===== src/rtl/fft_stage_sequencer_if.sv =====
// Signal bundle between the FFT top control, the stage sequencer and the butterfly unit.
// FFT_SEQ_ABORT_EN adds the abort request and aborted status pair.
interface fft_stage_sequencer_if #(
    parameter int FFT_N     = 10,
    parameter int FFT_BFPDW = 5,
    parameter int EXPW      = 9
);
    logic                 start;
    logic                 ifft_in;
    logic                 busy;
    logic                 done;
    logic [EXPW-1:0]      bfp_exp;
    logic                 bf_iact;
    logic [1:0]           bf_ictrl;
    logic [FFT_N-2:0]     bf_MemAddr;
    logic [FFT_N-2:0]     bf_twaddr;
    logic                 bf_evenOdd;
    logic                 bf_ifft;
    logic                 bf_clr_bfp;
    logic [FFT_BFPDW-1:0] bf_ibfp;
    logic                 bf_oact;
    logic [FFT_BFPDW-1:0] bf_obfp;
`ifdef FFT_SEQ_ABORT_EN
    logic                 abort;
    logic                 aborted;

    modport slave (
        input  start, ifft_in, bf_oact, bf_obfp, abort,
        output busy, done, bfp_exp, bf_iact, bf_ictrl, bf_MemAddr, bf_twaddr,
               bf_evenOdd, bf_ifft, bf_clr_bfp, bf_ibfp, aborted
    );
    modport master (
        output start, ifft_in, bf_oact, bf_obfp, abort,
        input  busy, done, bfp_exp, bf_iact, bf_ictrl, bf_MemAddr, bf_twaddr,
               bf_evenOdd, bf_ifft, bf_clr_bfp, bf_ibfp, aborted
    );
`else
    modport slave (
        input  start, ifft_in, bf_oact, bf_obfp,
        output busy, done, bfp_exp, bf_iact, bf_ictrl, bf_MemAddr, bf_twaddr,
               bf_evenOdd, bf_ifft, bf_clr_bfp, bf_ibfp
    );
    modport master (
        output start, ifft_in, bf_oact, bf_obfp,
        input  busy, done, bfp_exp, bf_iact, bf_ictrl, bf_MemAddr, bf_twaddr,
               bf_evenOdd, bf_ifft, bf_clr_bfp, bf_ibfp
    );
`endif
endinterface


===== src/rtl/fft_stage_sequencer.sv =====
// Radix-2 FFT stage sequencer: issues butterflies per stage, tracks write-backs, chains BFP exponent.
// Optional abort path enabled by defining FFT_SEQ_ABORT_EN.
//
// state   | meaning
// IDLE    | waiting for start
// CLR     | one-cycle clear of the butterfly bfp tracker
// ISSUE   | one butterfly issued per cycle
// DRAIN   | waiting for outstanding write-backs
// LATCH   | capture stage exponent, advance stage
// FIN     | done pulse
module fft_stage_sequencer #(
    parameter int FFT_N     = 10,
    parameter int FFT_BFPDW = 5,
    parameter int EXPW      = 9
) (
    input  logic                  clk,
    input  logic                  rst,
    fft_stage_sequencer_if.slave  sif
);
    localparam int AW   = FFT_N - 1;
    localparam int CW   = FFT_N;
    localparam int SW   = (FFT_N > 2) ? $clog2(FFT_N) : 1;
    localparam int SUMW = EXPW + 1;
    localparam logic [CW-1:0] HALF = CW'(1) << AW;

    typedef enum logic [2:0] {S_IDLE, S_CLR, S_ISSUE, S_DRAIN, S_LATCH, S_FIN} state_t;

    state_t               state_q, state_d;
    logic [SW-1:0]        s_q, s_d;
    logic [CW-1:0]        j_q, j_d, c_q, c_d, c_nx;
    logic                 busy_q, busy_d, done_q, done_d;
    logic [EXPW-1:0]      bfp_exp_q, bfp_exp_d;
    logic                 iact_q, iact_d, eo_q, eo_d, ifft_q, ifft_d, clr_q, clr_d;
    logic [1:0]           ictrl_q, ictrl_d;
    logic [AW-1:0]        addr_q, addr_d, tw_q, tw_d, issue_idx;
    logic [FFT_BFPDW-1:0] ibfp_q, ibfp_d;
    logic [SUMW-1:0]      exp_sum;
    logic                 issue, oact_cnt;
`ifdef FFT_SEQ_ABORT_EN
    logic                 abort_q, abort_d, aborted_q, aborted_d;
`endif

    // Write-backs are only counted while a stage is open; the count saturates at one stage's worth.
    assign oact_cnt = sif.bf_oact && (state_q == S_CLR || state_q == S_ISSUE || state_q == S_DRAIN);
    assign c_nx     = (oact_cnt && c_q != HALF) ? c_q + CW'(1) : c_q;
    assign exp_sum  = SUMW'(bfp_exp_q) + SUMW'(sif.bf_obfp);

    always_comb begin
        state_d   = state_q;
        s_d       = s_q;
        j_d       = j_q;
        c_d       = c_nx;
        bfp_exp_d = bfp_exp_q;
        ibfp_d    = ibfp_q;
        ifft_d    = ifft_q;
        clr_d     = 1'b0;
        done_d    = 1'b0;
        issue     = 1'b0;
        issue_idx = '0;
`ifdef FFT_SEQ_ABORT_EN
        abort_d   = abort_q;
        aborted_d = 1'b0;
`endif
        case (state_q)
            S_IDLE: if (sif.start) begin
                state_d   = S_CLR;
                ifft_d    = sif.ifft_in;
                s_d       = '0;
                bfp_exp_d = '0;
                ibfp_d    = '0;
                j_d       = '0;
                c_d       = '0;
                clr_d     = 1'b1;
`ifdef FFT_SEQ_ABORT_EN
                abort_d   = 1'b0;
`endif
            end
            S_CLR: begin
`ifdef FFT_SEQ_ABORT_EN
                if (sif.abort) begin
                    state_d = S_DRAIN;
                    abort_d = 1'b1;
                end else
`endif
                begin
                    state_d   = S_ISSUE;
                    issue     = 1'b1;
                    issue_idx = '0;
                    j_d       = CW'(1);
                end
            end
            S_ISSUE: begin
`ifdef FFT_SEQ_ABORT_EN
                if (sif.abort) begin
                    state_d = S_DRAIN;
                    abort_d = 1'b1;
                end else
`endif
                if (j_q == HALF) begin
                    state_d = S_DRAIN;
                end else begin
                    issue     = 1'b1;
                    issue_idx = j_q[AW-1:0];
                    j_d       = j_q + CW'(1);
                end
            end
            S_DRAIN: begin
`ifdef FFT_SEQ_ABORT_EN
                // After an abort, j holds the number of butterflies actually issued.
                if (abort_q) begin
                    if (c_nx >= j_q) begin
                        state_d   = S_IDLE;
                        aborted_d = 1'b1;
                    end
                end else
`endif
                if (c_nx == HALF) state_d = S_LATCH;
            end
            S_LATCH: begin
                ibfp_d    = sif.bf_obfp;
                bfp_exp_d = exp_sum[EXPW] ? '1 : exp_sum[EXPW-1:0];
                if (s_q == SW'(FFT_N - 1)) begin
                    state_d = S_FIN;
                    done_d  = 1'b1;
                end else begin
                    state_d = S_CLR;
                    s_d     = s_q + SW'(1);
                    j_d     = '0;
                    c_d     = '0;
                    clr_d   = 1'b1;
                end
            end
            S_FIN:   state_d = S_IDLE;
            default: state_d = S_IDLE;
        endcase

        busy_d  = (state_d != S_IDLE);
        eo_d    = busy_d & s_d[0];
        iact_d  = issue;
        addr_d  = issue ? issue_idx : '0;
        tw_d    = issue ? AW'((issue_idx >> s_q) << s_q) : '0;
        ictrl_d = issue ? {s_q == '0, s_q == SW'(FFT_N - 1)} : 2'b00;
    end

    always_ff @(posedge clk or negedge rst) begin
        if (!rst) begin
            state_q   <= S_IDLE;
            s_q       <= '0;
            j_q       <= '0;
            c_q       <= '0;
            busy_q    <= 1'b0;
            done_q    <= 1'b0;
            bfp_exp_q <= '0;
            iact_q    <= 1'b0;
            ictrl_q   <= 2'b00;
            addr_q    <= '0;
            tw_q      <= '0;
            eo_q      <= 1'b0;
            ifft_q    <= 1'b0;
            clr_q     <= 1'b0;
            ibfp_q    <= '0;
`ifdef FFT_SEQ_ABORT_EN
            abort_q   <= 1'b0;
            aborted_q <= 1'b0;
`endif
        end else begin
            state_q   <= state_d;
            s_q       <= s_d;
            j_q       <= j_d;
            c_q       <= c_d;
            busy_q    <= busy_d;
            done_q    <= done_d;
            bfp_exp_q <= bfp_exp_d;
            iact_q    <= iact_d;
            ictrl_q   <= ictrl_d;
            addr_q    <= addr_d;
            tw_q      <= tw_d;
            eo_q      <= eo_d;
            ifft_q    <= ifft_d;
            clr_q     <= clr_d;
            ibfp_q    <= ibfp_d;
`ifdef FFT_SEQ_ABORT_EN
            abort_q   <= abort_d;
            aborted_q <= aborted_d;
`endif
        end
    end

    assign sif.busy       = busy_q;
    assign sif.done       = done_q;
    assign sif.bfp_exp    = bfp_exp_q;
    assign sif.bf_iact    = iact_q;
    assign sif.bf_ictrl   = ictrl_q;
    assign sif.bf_MemAddr = addr_q;
    assign sif.bf_twaddr  = tw_q;
    assign sif.bf_evenOdd = eo_q;
    assign sif.bf_ifft    = ifft_q;
    assign sif.bf_clr_bfp = clr_q;
    assign sif.bf_ibfp    = ibfp_q;
`ifdef FFT_SEQ_ABORT_EN
    assign sif.aborted    = aborted_q;
`endif
endmodule

===== src/flat_wrapper.sv =====
// flat-port wrapper written by rule: the top's interface ports become plain ports
module fft_stage_sequencer_flat 
#(
    parameter int FFT_N     = 10,
    parameter int FFT_BFPDW = 5,
    parameter int EXPW      = 9
)
  (clk, rst, sif_start, sif_ifft_in, sif_bf_oact, sif_bf_obfp, sif_busy, sif_done, sif_bfp_exp, sif_bf_iact, sif_bf_ictrl, sif_bf_MemAddr, sif_bf_twaddr, sif_bf_evenOdd, sif_bf_ifft, sif_bf_clr_bfp, sif_bf_ibfp);
  fft_stage_sequencer_if #(.FFT_N(FFT_N), .FFT_BFPDW(FFT_BFPDW), .EXPW(EXPW)) sif_i ();
  input  logic clk;
  input  logic rst;
  input wire logic [$bits(sif_i.start)-1:0] sif_start;
  input wire logic [$bits(sif_i.ifft_in)-1:0] sif_ifft_in;
  input wire logic [$bits(sif_i.bf_oact)-1:0] sif_bf_oact;
  input wire logic [$bits(sif_i.bf_obfp)-1:0] sif_bf_obfp;
  output wire logic [$bits(sif_i.busy)-1:0] sif_busy;
  output wire logic [$bits(sif_i.done)-1:0] sif_done;
  output wire logic [$bits(sif_i.bfp_exp)-1:0] sif_bfp_exp;
  output wire logic [$bits(sif_i.bf_iact)-1:0] sif_bf_iact;
  output wire logic [$bits(sif_i.bf_ictrl)-1:0] sif_bf_ictrl;
  output wire logic [$bits(sif_i.bf_MemAddr)-1:0] sif_bf_MemAddr;
  output wire logic [$bits(sif_i.bf_twaddr)-1:0] sif_bf_twaddr;
  output wire logic [$bits(sif_i.bf_evenOdd)-1:0] sif_bf_evenOdd;
  output wire logic [$bits(sif_i.bf_ifft)-1:0] sif_bf_ifft;
  output wire logic [$bits(sif_i.bf_clr_bfp)-1:0] sif_bf_clr_bfp;
  output wire logic [$bits(sif_i.bf_ibfp)-1:0] sif_bf_ibfp;
  assign sif_i.start = sif_start;
  assign sif_i.ifft_in = sif_ifft_in;
  assign sif_i.bf_oact = sif_bf_oact;
  assign sif_i.bf_obfp = sif_bf_obfp;
  assign sif_busy = sif_i.busy;
  assign sif_done = sif_i.done;
  assign sif_bfp_exp = sif_i.bfp_exp;
  assign sif_bf_iact = sif_i.bf_iact;
  assign sif_bf_ictrl = sif_i.bf_ictrl;
  assign sif_bf_MemAddr = sif_i.bf_MemAddr;
  assign sif_bf_twaddr = sif_i.bf_twaddr;
  assign sif_bf_evenOdd = sif_i.bf_evenOdd;
  assign sif_bf_ifft = sif_i.bf_ifft;
  assign sif_bf_clr_bfp = sif_i.bf_clr_bfp;
  assign sif_bf_ibfp = sif_i.bf_ibfp;
  fft_stage_sequencer #(.FFT_N(FFT_N), .FFT_BFPDW(FFT_BFPDW), .EXPW(EXPW)) u_core (.clk(clk), .rst(rst), .sif(sif_i));
endmodule

===== config.mk =====
export PLATFORM = sky130hd
export DESIGN_NAME = fft_stage_sequencer_flat
export DESIGN_NICKNAME = d
export VERILOG_FILES = /design/src/rtl/fft_stage_sequencer_if.sv /design/src/rtl/fft_stage_sequencer.sv /design/src/flat_wrapper.sv
export SDC_FILE = /design/constraint.sdc
export NUM_CORES = 1
export LEC_CHECK = 0
export CAP_MARGIN = 20
export CORE_ASPECT_RATIO = 1.5
export CORE_MARGIN = 2
export CORE_UTILIZATION = 53
export CTS_CLUSTER_SIZE = 12
export DETAILED_ROUTE_END_ITERATION = 12
export GPL_TIMING_DRIVEN = 0
export PLACE_DENSITY = 0.77
export SLEW_MARGIN = 10
export SYNTH_ARGS = -nofsm -noshare
export SYNTH_HDL_FRONTEND = slang
export SYNTH_SLANG_ARGS = --single-unit

===== constraint.sdc =====
create_clock -name clk -period 3 [get_ports clk]
set_input_delay 0.6 -clock clk [delete_from_list [all_inputs] [get_ports clk]]
set_output_delay 0.6 -clock clk [all_outputs]
set_load 0.05 [all_outputs]

==> results of run 1 <==
## cells in the mapped netlist, drive strengths merged, types with 4 or more instances
| master | count |
|---|---|
| dfrtp | 67 |
| nand2 | 35 |
| nor2 | 33 |
| o21ai | 25 |
| a21oi | 23 |
| inv | 18 |
| nor3 | 14 |
| ha | 12 |
| nand3 | 12 |
| and2 | 10 |
| buf | 10 |
| clkbuf | 10 |
| xor2 | 10 |
| a31oi | 8 |
| and3 | 7 |
| xnor2 | 7 |
| mux2 | 6 |
| a22o | 5 |
| and4 | 4 |
| mux2i | 4 |
| nand4 | 4 |
## stage by stage
step	hold WS [ns]	power, uW	util	cell area (um2)
floorplan	0.304	1180	-	3670
global placement	0.466	1250	0.629	4250
detailed placement	0.486	1260	0.629	4250
CTS	0.372	2070	0.660	4460
global route	0.413	2150	0.659	4460
finish	0.350	2050	0.659	4460
## worst register-to-register path: stages (launching register included)
cell      delay [ns]
dfrtp_1         0.60
clkbuf_1        0.40
inv_1           0.22
ha_1            0.24
nand3b_1        0.18
nor3_2          0.11
a211oi_2        0.30
o21ai_4         0.17
a21o_1          0.19
a22o_1          0.22
## flip-flops by register name, indices dropped and copies added (netlist names), 2 cells and up
signal                 count
u_core.sif.bf_ictrl        2
u_core.state_q             3
u_core.s_q                 4
u_core.sif.bfp_exp         9
u_core.sif.bf_MemAddr      9
u_core.c_q                10
u_core.sif.bf_twaddr       9
u_core.sif.bf_ibfp         5
u_core.j_q                10
## routing by layer
metal  GRT usage  up-vias  wire [um]
met5           0        -          0
met4       0.111        0        218
met3      0.0468       22        409
met2       0.393      107       4280
met1       0.271     1460       3250
li1            -     1446          -
## cells by family after synthesis
logic type	after synthesis	synth area share
mux	11	0.0355
buf+inv	38	0.0454
fa+ha+maj	13	0.0464
simple gates	139	0.208
compound gates	89	0.167
xor+xnor	17	0.0406
flops	67	0.457
## cell type report
class | count | area, um2
inverter | 18 | 67.6
multi-input combinational | 269 | 1820
sequential | 67 | 1680
tap | 78 | 97.6
fill | 551 | 2300
timing repair buffer | 49 | 488
clock inverter | 5 | 77.6
clock buffer | 11 | 131
buffer | 19 | 95.1
## cell usage in the layout (no fill, tap or decap), types with 5 or more instances in the layout
cell type and count:
nor3_1 12, a21oi_1 21, dfrtp_1 67, nand3_1 12, clkdlybuf4s50_1 48, and2_1 9, a31oi_1 8, nand2_1 34
o21ai_0 23, a22o_1 5, nor2_1 30, and3_1 7, clkbuf_1 9, buf_2 8, inv_1 18, xor2_1 10
ha_1 12, xnor2_1 7, mux2_2 6, clkbuf_8 9
## power breakdown
part / total (uW) / internal, uW / leakage (uW) / switching, uW
Sequential: 997 / 944 / 0.000850 / 52.8
Clock: 813 / 466 / 0.000103 / 347
Combinational: 244 / 111 / 0.000985 / 132
## timing repair
item,4_1_cts,5_1_grt
resized for setup,0,0
endpoints found under the setup margin,0,6
endpoints found under the hold margin,0,0
## worst paths after layout
kind                                           end
worst max-delay path                 u_core.j_q[3]
worst min-delay path                 u_core.j_q[7]
worst max register to register       u_core.j_q[3]
worst min register to register  u_core.sif.bf_ifft
max in group asynchronous            u_core.s_q[0]
min in group clk                u_core.sif.bf_ifft
==> results.ini, run 1 <==
[synth]
synth_enable_flop_cells=0
synth_top_area_share=0.457
synth_flop_cell=dfrtp_1
ys_warn_count=0
synth_cell_types=67
synthTopCellsByArea=dfrtp_1 (46%), ha_1 (4.1%), nand2_1 (3.5%)
syn_inst=374
synth_top_area_cell=dfrtp_1
synth_seq_cells=67
netlist_area_mm2=0.00367
synth_area_per_cell_um2=9.80
syn_nets=397
ys_seq_area_frac=0.457
synthArstFlopShare=1.00

[clock_tree]
clkTransAtPathRegs_ns=0.07
post_cts_buffers=0
hold_buffers=0
clkLatencyLatePin_ns=0.35
cts_root_buffer=clkbuf_8
cts.sinks=67
cts_tree=yes
clock_path_buffers=2
cts_made_buffers=9
htree_num_levels=3

[detailed_routing]
drc_errors=0
drtIter0Drc=213
dr_total_vias=3035
antenna_left=0
totalWireLength_um=8160
dr.pass1.iters=5
post_drt_via_cell_ratio=5.88
avgRoutedWirePerCell_um=15.8

[worst_setup_path]
crit_type=reg2reg
crit_required_ns=3.24
r2r_start=u_core.s_q[1]
startpoint_type=flop
path_buf_inv=2
crit_arrival_ns=2.97
cpPeakStageDelay_ns=0.60
crit_slowest_cell=dfrtp_1
path_depth=9
reg2regPathDepth=9
crit_chain=clkbuf_1 -> inv_1 -> ha_1 -> nand3b_1 -> nor3_2 -> a211oi_2 -> o21ai_4 -> a21o_1 -> a22o_1
rrSetupSlack_ns=0.26
worstPathMaxFanout=11
critical_path.endpoint_type=flop
startpoint=u_core.s_q[1]
crit_family=compound AO/OA/AOI/OAI gates

[global_route]
antenna_found_initial=0
grt_max_degree=68
grt_pass1_vias=2841
grt_pass1_wl_um=13600
overflow=0
grt_use_total=0.230

[placement]
gp_congestion=0.953
dp_slack_ns=0.119
place_inst=501
hpwl_um=5860
numPortBuffers=49

[cells_and_area]
layoutNonFillerInstCount=516
layout-drive-gt1-share=0.128
antenna_cells=0
nets=456
area_growth_pct=21.6

[floorplanning]
dieArea_mm2=0.00761
start_util=0.542
die_h_um=106
fp.dieW_um=71.9
io_pins=50
placementRows=37
design.core.area_mm2=0.00676

[pwr]
irDropWorstVdd_mv=0.368
power.density_mw_per_mm2=461
p_leak_uw=0.00194

[sta]
finalSetupViolations=0
setup_tns_ns=0
max_freq_ghz=0.365
relSlewSlack=0.457
finalHoldViolCount=0
rsz0062_at_grt=no
fin_crit_ns=2.74
fin_crit_sh=0.912
fin_ws_ns=0.264
finalMaxSlewViolations=0
tightestPinTransition_ns=0.815
skew_ns=0.00821

[status]
status=finished, final reports clean

[job]
cap_violations=0

[hold_path]
hold_path.class=in2async

Note: power is estimated with default switching activity, not from simulation.
==> run 2, diff against run 1 <==
Settings changed: PLACE_DENSITY 0.77 to 0.8.
==> results.ini, run 2 (synthesis results as in run 1) <==
[worst_setup_path]
worstPathMaxFanout=10  ; -1
crit_required_ns=3.24  ; about the same
crit_type=reg2reg
r2r_end=u_core.j_q[3]
critical_path.endpoint_type=flop
crit_arrival_ns=2.98  ; about the same
rrSetupSlack_ns=0.25  ; about the same
startpoint_type=flop
r2r_start=u_core.s_q[1]
reg2regPathDepth=10  ; +1

[global_route]
grt_pass1_wl_um=13600  ; +0.15%
grt_pass1_vias=2959  ; +4.2%
overflow=0  ; unchanged
grt_max_degree=68  ; unchanged
antenna_found_initial=0  ; unchanged
grt_use_total=0.229  ; -0.00101

[cells_and_area]
top_regs=u_core.c_q (10), u_core.j_q (10)
n_fill_cell=566  ; +2.7%
nets=457  ; +0.22%
final_common_cell=dfrtp_1
seq_area_mm2=0.00168  ; unchanged
layout_common_cells=dfrtp_1 (67), clkdlybuf4s50_1 (48), nand2_1 (34), nor2_1 (30), o21ai_0 (23)
layoutNonFillerInstCount=517  ; +0.19%
multiInputGateArea_mm2=0.00182  ; unchanged
layout-drive-gt1-share=0.132  ; +0.00426
area_growth_pct=22.2
antenna_cells=0  ; unchanged

[clock_tree]
clkTransAtPathRegs_ns=0.07  ; about the same
clkLatencyLatePin_ns=0.35  ; about the same
htree_num_levels=3  ; unchanged
cts_tree=yes
cts.sinks=67  ; unchanged
cts_root_buffer=clkbuf_8
post_cts_buffers=0  ; unchanged
cts_resized=0  ; unchanged
hold_buffers=0  ; unchanged
cts_made_buffers=9  ; unchanged
clock_path_buffers=2  ; unchanged

[placement]
numPortBuffers=49  ; unchanged
gp_congestion=0.941  ; -1.3%
hpwl_um=5860  ; +0.11%
dp_slack_ns=0.137  ; +0.0178 ns
place_inst=501  ; unchanged

[sta]
tightestPinTransition_ns=0.806  ; -0.00884 ns
finalSetupViolations=0  ; unchanged
relSlewSlack=0.463  ; +0.00589
fin_crit_sh=0.915  ; +0.00342
max_freq_ghz=0.364  ; -0.37%
skew_ns=0.00815  ; -0.0000654 ns
fin_ws_ns=0.254  ; -0.0103 ns
finalMaxSlewViolations=0  ; unchanged
whs_ns=0.334  ; -0.0154 ns
fin_crit_ns=2.75  ; +0.0103 ns
rsz0062_at_grt=no
finalHoldViolCount=0  ; unchanged

[floorplanning]
design.core.area_mm2=0.00676  ; unchanged
start_util=0.542  ; unchanged
placementRows=37  ; unchanged
dieArea_mm2=0.00761  ; unchanged
die_h_um=106  ; unchanged
fp.dieW_um=71.9  ; unchanged
io_pins=50  ; unchanged

[detailed_routing]
avgRoutedWirePerCell_um=16.0  ; +1.2%
drc_errors=0  ; unchanged
dr_total_vias=3081  ; +1.5%
antenna_left=0  ; unchanged
totalWireLength_um=8270  ; +1.4%
drtIter0Drc=238  ; +12%
dr.pass1.iters=5  ; unchanged
post_drt_via_cell_ratio=5.96  ; +1.3%

[job]
cap_violations=0  ; unchanged

[pwr]
power.density_mw_per_mm2=471  ; +2.2%
irDropWorstVdd_mv=0.444  ; +21%
p_leak_uw=0.00195  ; +0.67%

[hold_path]
hold_path.class=in2async

[status]
status=finished, final reports clean

==> run 2: area by class of cell <==
| cell class | instances | share of cell area |
|---|---|---|
| multi-input combinational | 269 | 0.407 |
| sequential | 67 | 0.374 |
| timing repair buffer | 49 | 0.109 |
| clock buffer | 12 | 0.0346 |
| buffer | 20 | 0.0223 |
| tap | 78 | 0.0218 |
| clock inverter | 4 | 0.0162 |
| inverter | 18 | 0.0151 |
==> run 2: stage by stage <==
stage          TNS (ns)   util  power [uW]  instance area [um2]
3_5_place_dp          0  0.629        1270                 4250
5_1_grt               0  0.663        2200                 4480
4_1_cts               0  0.663        2120                 4480
3_3_place_gp     -53.86  0.629        1250                 4250
2_1_floorplan         0      -        1180                 3670
6_report              0  0.663        2110                 4480
==> run 2: report_power, final <==
group | switching [uW] | internal [uW]
combinational | 139 | 113
clock | 343 | 512
sequential | 56.6 | 944
==> run 2: worst max-delay path by stage <==
stage          slack, ns  depth (start not counted)           from                     to
6_report            0.25                         10  u_core.s_q[1]          u_core.j_q[3]
3_5_place_dp        0.14                         10  u_core.s_q[1]          u_core.j_q[3]
4_1_cts             0.08                         10  u_core.s_q[1]          u_core.j_q[3]
2_1_floorplan       0.63                         10  u_core.s_q[1]          u_core.j_q[3]
3_3_place_gp       -0.81                          1            rst  u_core.sif.bfp_exp[4]
5_1_grt             0.10                         10  u_core.s_q[1]          u_core.j_q[3]
==> run 2: per-layer routing <==
metal / up-vias / routed length, um / global-route usage
met5: - / 0 / 0
met4: 0 / 267 / 0.0997
li1: 1443 / - / -
met3: 28 / 503 / 0.0526
met1: 1472 / 3110 / 0.257
met2: 138 / 4400 / 0.405
==> run 2: worst max-delay path, cell delays in order (launching register included) <==
cell	delay, ns
dfrtp_1	0.35
clkbuf_1	0.40
clkbuf_2	0.33
inv_1	0.15
ha_1	0.21
nand3b_1	0.20
nor3_2	0.11
a211oi_2	0.31
o21ai_4	0.17
a21o_1	0.18
a22o_1	0.22
